[src/rtl/led_pattern_seq.sv]
// led_pattern_seq: multi-channel LED sequencer driven by a fixed step timebase.
// Modes: 0 = user pattern table, 1 = chase, 2 = bounce, 3 = all off.
// Optional build macro LED_PWM_EN adds a Duty input that gates the LED drive
// with a free-running 8-bit PWM counter.
//
// Ports
//   CLK         system clock
//   RSTn        asynchronous active-low reset
//   Mode[1:0]   sequence mode select
//   Pause       freezes prescaler, step index and direction; LED_Out holds
//   Restart     synchronous pulse: back to step 0 (wins over Pause and a tick)
//   Pattern_In  table, step k at bits [k*N_LED +: N_LED]
//   Duty[7:0]   PWM duty (LED_PWM_EN builds only)
//   LED_Out     registered LED drive, 1 = on
//   Step_Idx    current step / position index
//   Step_Tick   one-cycle pulse in the cycle the advanced Step_Idx appears
//
// LED_Out follows Step_Idx and Mode with one cycle of latency. In the single
// cycle where a mode change lands, a table index beyond N_STEP-1 decodes to
// all-off. In off mode the timebase still ticks but the index stays at 0.
module led_pattern_seq #(
  parameter int unsigned CLK_HZ  = 50_000_000,
  parameter int unsigned STEP_MS = 1000,
  parameter int unsigned N_LED   = 4,
  parameter int unsigned N_STEP  = 5
) (
  input  logic                    CLK,
  input  logic                    RSTn,
  input  logic [1:0]              Mode,
  input  logic                    Pause,
  input  logic                    Restart,
  input  logic [N_LED*N_STEP-1:0] Pattern_In,
`ifdef LED_PWM_EN
  input  logic [7:0]              Duty,
`endif
  output logic [N_LED-1:0]        LED_Out,
  output logic [7:0]              Step_Idx,
  output logic                    Step_Tick
);

  localparam int unsigned STEP_CYC = CLK_HZ / 1000 * STEP_MS;
  localparam int unsigned PW       = $clog2(STEP_CYC);

  localparam logic [PW-1:0] PRESC_LAST = PW'(STEP_CYC - 1);
  localparam logic [7:0]    LAST_LED   = 8'(N_LED - 1);
  localparam logic [7:0]    LAST_STEP  = 8'(N_STEP - 1);

  localparam logic [1:0] MODE_TABLE  = 2'd0;
  localparam logic [1:0] MODE_CHASE  = 2'd1;
  localparam logic [1:0] MODE_BOUNCE = 2'd2;

  typedef enum logic {
    DIR_UP   = 1'b0,
    DIR_DOWN = 1'b1
  } dir_t;

  logic [PW-1:0]    presc_q, presc_d;
  logic [7:0]       idx_d;
  dir_t             dir_q, dir_d;
  logic             tick_d;
  logic [1:0]       mode_q;
  logic             seq_clear;
  logic [N_LED-1:0] level_q, level_d;
  logic [N_LED-1:0] tbl_row, one_hot;

  // Restart request or a freshly selected mode both zero the sequence.
  assign seq_clear = Restart || (Mode != mode_q);

  // Next-state: prescaler, step index and bounce direction.
  always_comb begin
    presc_d = presc_q;
    idx_d   = Step_Idx;
    dir_d   = dir_q;
    tick_d  = 1'b0;
    if (seq_clear) begin
      presc_d = '0;
      idx_d   = 8'd0;
      dir_d   = DIR_UP;
    end else if (!Pause) begin
      if (presc_q == PRESC_LAST) begin
        presc_d = '0;
        tick_d  = 1'b1;
        case (Mode)
          MODE_TABLE: idx_d = (Step_Idx >= LAST_STEP) ? 8'd0 : Step_Idx + 8'd1;
          MODE_CHASE: idx_d = (Step_Idx >= LAST_LED) ? 8'd0 : Step_Idx + 8'd1;
          MODE_BOUNCE: begin
            if (N_LED == 1) begin
              idx_d = 8'd0;
            end else if (dir_q == DIR_UP) begin
              // Reverse at the top so the endpoint is shown only once per sweep.
              if (Step_Idx >= LAST_LED) begin
                dir_d = DIR_DOWN;
                idx_d = Step_Idx - 8'd1;
              end else begin
                idx_d = Step_Idx + 8'd1;
              end
            end else begin
              if (Step_Idx == 8'd0) begin
                dir_d = DIR_UP;
                idx_d = 8'd1;
              end else begin
                idx_d = Step_Idx - 8'd1;
              end
            end
          end
          default: idx_d = 8'd0;
        endcase
      end else begin
        presc_d = presc_q + PW'(1);
      end
    end
  end

  // LED level decode from the current index and mode.
  always_comb begin
    tbl_row = '0;
    one_hot = '0;
    level_d = '0;
    for (int k = 0; k < int'(N_STEP); k++) begin
      if (Step_Idx == 8'(k)) tbl_row = Pattern_In[k*N_LED +: N_LED];
    end
    for (int b = 0; b < int'(N_LED); b++) begin
      one_hot[b] = (Step_Idx == 8'(b));
    end
    case (Mode)
      MODE_TABLE:              level_d = tbl_row;
      MODE_CHASE, MODE_BOUNCE: level_d = one_hot;
      default:                 level_d = '0;
    endcase
  end

  // Sequencer state registers.
  always_ff @(posedge CLK or negedge RSTn) begin
    if (!RSTn) begin
      presc_q   <= '0;
      Step_Idx  <= 8'd0;
      dir_q     <= DIR_UP;
      Step_Tick <= 1'b0;
      mode_q    <= MODE_TABLE;
      level_q   <= '0;
    end else begin
      presc_q   <= presc_d;
      Step_Idx  <= idx_d;
      dir_q     <= dir_d;
      Step_Tick <= tick_d;
      mode_q    <= Mode;
      if (!Pause) level_q <= level_d;
    end
  end

`ifdef LED_PWM_EN
  logic [7:0] pwm_cnt;

  // Free-running PWM gate; keeps running while paused.
  always_ff @(posedge CLK or negedge RSTn) begin
    if (!RSTn) begin
      pwm_cnt <= 8'd0;
      LED_Out <= '0;
    end else begin
      pwm_cnt <= pwm_cnt + 8'd1;
      LED_Out <= (Pause ? level_q : level_d) & {N_LED{pwm_cnt < Duty}};
    end
  end
`else
  assign LED_Out = level_q;
`endif

endmodule

[config.mk]
export PLATFORM = sky130hd
export DESIGN_NAME = led_pattern_seq
export DESIGN_NICKNAME = d
export VERILOG_FILES = /design/src/rtl/led_pattern_seq.sv
export SDC_FILE = /design/constraint.sdc
export NUM_CORES = 1
export LEC_CHECK = 0
export ABC_AREA = 1
export BUFFER_PORTS_ARGS = -buffer_cell sky130_fd_sc_hd__buf_2
export CAP_MARGIN = 20
export CORE_AREA = 5 5 94 96
export DETAILED_ROUTE_END_ITERATION = 8
export DIE_AREA = 0 0 99 101
export HOLD_SLACK_MARGIN = 0.08
export SLEW_MARGIN = 20
export SYNTH_ARGS = -nofsm -noshare
export SYNTH_HDL_FRONTEND = slang
export SYNTH_SLANG_ARGS = --single-unit
[constraint.sdc]
create_clock -name CLK -period 3.7 [get_ports CLK]
set_clock_uncertainty 0.05 [all_clocks]
set_input_delay 0.37 -clock CLK [delete_from_list [all_inputs] [get_ports CLK]]
set_output_delay 0.37 -clock CLK [all_outputs]
set_load 0.01 [all_outputs]
* After elaboration in Yosys (flattened, before gate mapping)
Index checks and enable logic that the tools add are counted.
Storage, ports and cells: register bits 42, bits of input ports 26, output and inout port bits 13, logic and storage cells 56
Cells by class: add/subtract/negate cells 3, $lt $le $gt $ge 2, equality and inequality tests 9, multiplexer cells 28, reductions and logical operators 8
Operators by type and width (number):
- 2-to-1 mux 26 bit | 3
- 2-to-1 mux 8 bit | 8
- adder 26 x 1 -> 26 bit (second input constant) | 1
- equality test 26 bit (second input constant) | 1
- case mux 8 bit (3 select lines) | 1
- 2-to-1 mux 4 bit | 5
- equality test 8 x 2 -> 1 bit (second input constant) | 2
- 2-to-1 mux 1 bit | 10
- adder 8 x 1 -> 8 bit (second input constant) | 1
- equality test 8 x 1 -> 1 bit (second input constant) | 1
- equality test 8 x 3 -> 1 bit (second input constant) | 1
- greater-or-equal comparator 8 x 2 -> 1 bit (second input constant) | 1
- greater-or-equal comparator 8 x 3 -> 1 bit (second input constant) | 1
- zero test 8 bit | 1
- case mux 4 bit (2 select lines) | 1
- subtractor 8 x 1 -> 8 bit (second input constant) | 1
- nonzero test 2 bit | 2
- AND reduction 3 bit | 1
- equality test 2 x 1 -> 1 bit (second input constant) | 1
- equality test 2 bit (second input constant) | 1
- zero test 2 bit | 1
- != test 2 x 1 -> 1 bit (second input constant) | 1
- != test 2 bit | 1
- AND reduction 2 bit | 1
- 2 further kinds | 2

* Depth between registers and ports, before layout
depth in word-level cells 7, mapped depth 14, depth with buffers taken out 14

* Least setup slack after synthesis
OpenSTA, ideal clock, no wires.
kind reg-to-reg, from register presc_q[0], to register Step_Idx[0], setup time 0.122 ns, data arrival time 1.478 ns, required time 3.528 ns, path slack 2.051 ns, cell stages (with the launch flop) 10, path buffers 1, clock period less this slack 1.649 ns, cells stage by stage dfrtp_1 > ha_1 > nand3_1 > nor4_2 > nand2_1 > o21ai_2 > nand2_2 > buf_6 > nand2_1 > o21ai_1
On the way: longest elaborated chain between the ends 3
RTL lines:
- from (decl) | RTL line 57 | logic [PW-1:0] presc_q, presc_d;
- from (signal assigned) | RTL line 142 | presc_q <= presc_d;
- equality test 26 bit | RTL line 80 | if (presc_q == PRESC_LAST) begin
- nonzero test 2 bit (no source line)
- AND reduction 2 bit (no source line)
- to (signal assigned) | RTL line 143 | Step_Idx <= idx_d;
- to (decl) | RTL line 37 | output logic [7:0] Step_Idx,
Every way passes these cells. A chain may end at the register's enable or synchronous reset.

* Worst setup path in the final report
from register presc_q[0], to register presc_q[19]
On the way: longest elaborated chain between the ends 4, elaborated cells on any way between the ends 5, those cells by class 1 x add/sub; 1 x eq/ne; 3 x mux
RTL lines:
- adder 26 x 1 -> 26 bit / equality test 26 bit (equally long branches) | RTL line 109, 80
- 2-to-1 mux 26 bit * | RTL line 80
- 2-to-1 mux 26 bit * | RTL line 79 | end else if (!Pause) begin
- 2-to-1 mux 26 bit * | RTL line 75 | if (seq_clear) begin
Every way passes the cells marked *; elsewhere a longest branch is shown, timed or not. The select of a mux whose other input is x is not followed.

==> impl_metrics.ini <==
[status]
status = finished clean

[cts]
cts_buffers = 5
cts_tree = done
cts_sinks = 42
cts_root_buffer = clkbuf_8
cts.path.max_buffers = 2
h-tree-depth = 2
holdBufCountCts = 0
post-cts-setup-buffer-count = 0
ctsResizeCount = 0
clk_pin_slew_ns = 0.09
clk_latency_ns = 0.30

[synth]
netlist_instances = 436
yosys.cell_types.count = 37
synthArstFlopShare_pct = 100.0
synth-edff-count = 0
synth_top_cell_area_share_pct = 34.04
yosysSeqAreaShare_pct = 34.04
synth_fp_nets = 472
ys_ff_latch = 42
yosysWarnings = 0
synthTopCellsByArea = dfrtp_1 (34%), nand2_1 (14%), inv_1 (6.7%), nand3_1 (6.6%), nor2_1 (5.1%)
synthesis.area_um2 = 3088
synth_largest_area_cell = dfrtp_1
syn-mean-instance-area_um2 = 7.082
synth-main-ff-cell = dfrtp_1

[placement]
hpwlAfterDp_um = 6229
dp_cells = 575
finalWeightedCongestion = 0.9458
placed_cell_area_um2 = 3383
port_buffers = 38

[grt]
grt_overflow = 0
grt.total_usage_pct = 16.21
grt_max_degree = 43
grt_pass1_vias = 2890
grt_pass1_wl_um = 13210
antenna_found_initial = 0

[critical_path]
start_kind = flop
rrSetupSlack_ns = 1.58
end_kind = flop
timing.rr.end = presc_q[19]$_DFFE_PN0P_
worstPathRequired_ns = 3.84
r2r-start = presc_q[0]$_DFFE_PN0P_
crit_fanout = 12
crit_type = flop to flop
ff2ff_path_depth = 8
cp.arrival_ns = 2.26

[floorplanning]
fp.dieW_um = 99
fp.dieArea_um2 = 9999
io_pins = 39
fp-row-count = 33
start_util_pct = 38.75
die_h_um = 101
core_um2 = 7969

[timing]
slew_violations = 0
relSlewSlack_pct = 36.03
rsz0062_at_grt = false
period_minus_slack_ns = 2.122
max_freq_ghz = 0.4713
finalSetupTns_ns = 0
finalSetupViolCount = 0
fin_crit_sh_pct = 57.34
tightest_slew_ns = 0.9596
finalHoldViolations = 0

[power]
p_per_area_nw_per_um2 = 257.3
ir_drop_mv = 0.1183
power.leakage_nw = 1.749
total_power_uw = 894.8

[route]
first_pass_iters = 4
drt-initial-drc-count = 140
wl_per_cell_um = 13.66
post_drt_via_cell_ratio = 4.938
drc = 0
vias = 2879
drtAntennaViolNets = 0
totalWireLength_um = 7963

[job]
cap_viol_max_count = 0

[final_layout]
design_area_um2 = 3478
drive_gt1_share_pct = 17.78
nFillCells = 847
antennaDiodeCount = 0
synthToLayoutAreaGrowth_pct = 12.64
final_net_count = 513
final_util_pct = 43.65
post_layout_nonfiller_instances = 583

[worst_hold_path]
hp-class = input pin to asynchronous set/reset pin
## layer usage
metal	vias up	part of all wire (%)	global-route usage [%]	wire [um]
met1	1330	44	20.23	3477
met3	15	5.1	2.284	405
met5	-	0	0	0
li1	1461	-	-	-
met4	0	1.7	5.042	139
met2	73	49	28.87	3941
## per-stage QoR
step | worst slack [ns] | hold WS [ns]
2_1_floorplan | 2.051 | 0.02441
3_3_place_gp | 1.587 | 0.4114
3_5_place_dp | 1.573 | 0.4142
4_1_cts | 1.568 | 0.1750
5_1_grt | 1.373 | 0.1810
6_report | 1.578 | 0.1650
## synthesized netlist by cell type (all sizes together), types with 2 or more instances
cell   number
ha         10
xnor2       3
nor4        5
nand3      42
nand4       8
dfrtp      42
nand2     128
inv        64
o22ai       2
a21oi      16
nor3b       2
nor3       18
o21ai      17
buf         4
xor2       18
nor2       52
## cells by family (layout without fill, tap and decap cells)
group	count (synthesis)	count (layout)	synth area share, %
adders and majority gates	10	10	4.052
and+or+nand+nor	258	258	41.09
xor gates and xnor gates	21	21	5.956
buffers and inverters	69	111	8.752
DFF	42	42	34.04
AOI/OAI and AO/OA	36	36	6.118
## flip-flops by register name (all words and copies together), names as in the netlist
name / flops
Step_Tick: 1
LED_Out: 4
mode_q: 2
dir_q: 1
Step_Idx: 8
presc_q: 26
## cells in the final DEF (no fill, tap or decap), types with 6 or more instances in the layout
cell type	count
a21oi_1	16
buf_2	38
clkbuf_8	6
dfrtp_1	42
ha_1	10
inv_1	55
inv_2	9
nand2_1	119
nand2_2	6
nand3_1	41
nand4_1	7
nor2_1	42
nor2_4	6
nor3_1	14
o21ai_0	13
xor2_1	18
## worst max-delay path by stage
stage	start	to	slack, ns	cells past startpoint
2_1_floorplan	presc_q[0]$_DFFE_PN0P_	Step_Idx[0]$_DFFE_PN0P_	2.05	9
3_3_place_gp	presc_q[0]$_DFFE_PN0P_	presc_q[3]$_DFFE_PN0P_	1.59	8
3_5_place_dp	Mode[0]	presc_q[2]$_DFFE_PN0P_	1.57	10
4_1_cts	presc_q[0]$_DFFE_PN0P_	presc_q[2]$_DFFE_PN0P_	1.57	8
5_1_grt	presc_q[0]$_DFFE_PN0P_	presc_q[19]$_DFFE_PN0P_	1.37	8
6_report	presc_q[0]$_DFFE_PN0P_	presc_q[19]$_DFFE_PN0P_	1.58	8
## worst max-delay path, stage by stage, from the launching register on
cell and delay [ns]:
dfrtp_1 0.43, ha_1 0.24, nand3_1 0.25, nor4_2 0.25, nand2_1 0.12, o21ai_2 0.18, nand2_2 0.20, inv_2 0.21
nor2_1 0.07
## power breakdown
group	switching (mW)	leakage, nW	internal, mW
sequential	0.00426	0.579	0.464
clock	0.174	0.0472	0.150
combinational	0.0673	1.12	0.0348
total	0.245	1.75	0.649
## cell type report
| cell class | count | area [um2] | area share (%) |
|---|---|---|---|
| timing repair buffer | 38 | 190.2 | 5.468 |
| inverter | 65 | 244.0 | 7.014 |
| tap | 105 | 131.4 | 3.777 |
| multi-input combinational | 325 | 1767 | 50.79 |
| clock inverter | 2 | 12.51 | 0.3597 |
| clock buffer | 6 | 82.58 | 2.374 |
| sequential | 42 | 1051 | 30.22 |
Power figures use the tool's default switching activity.
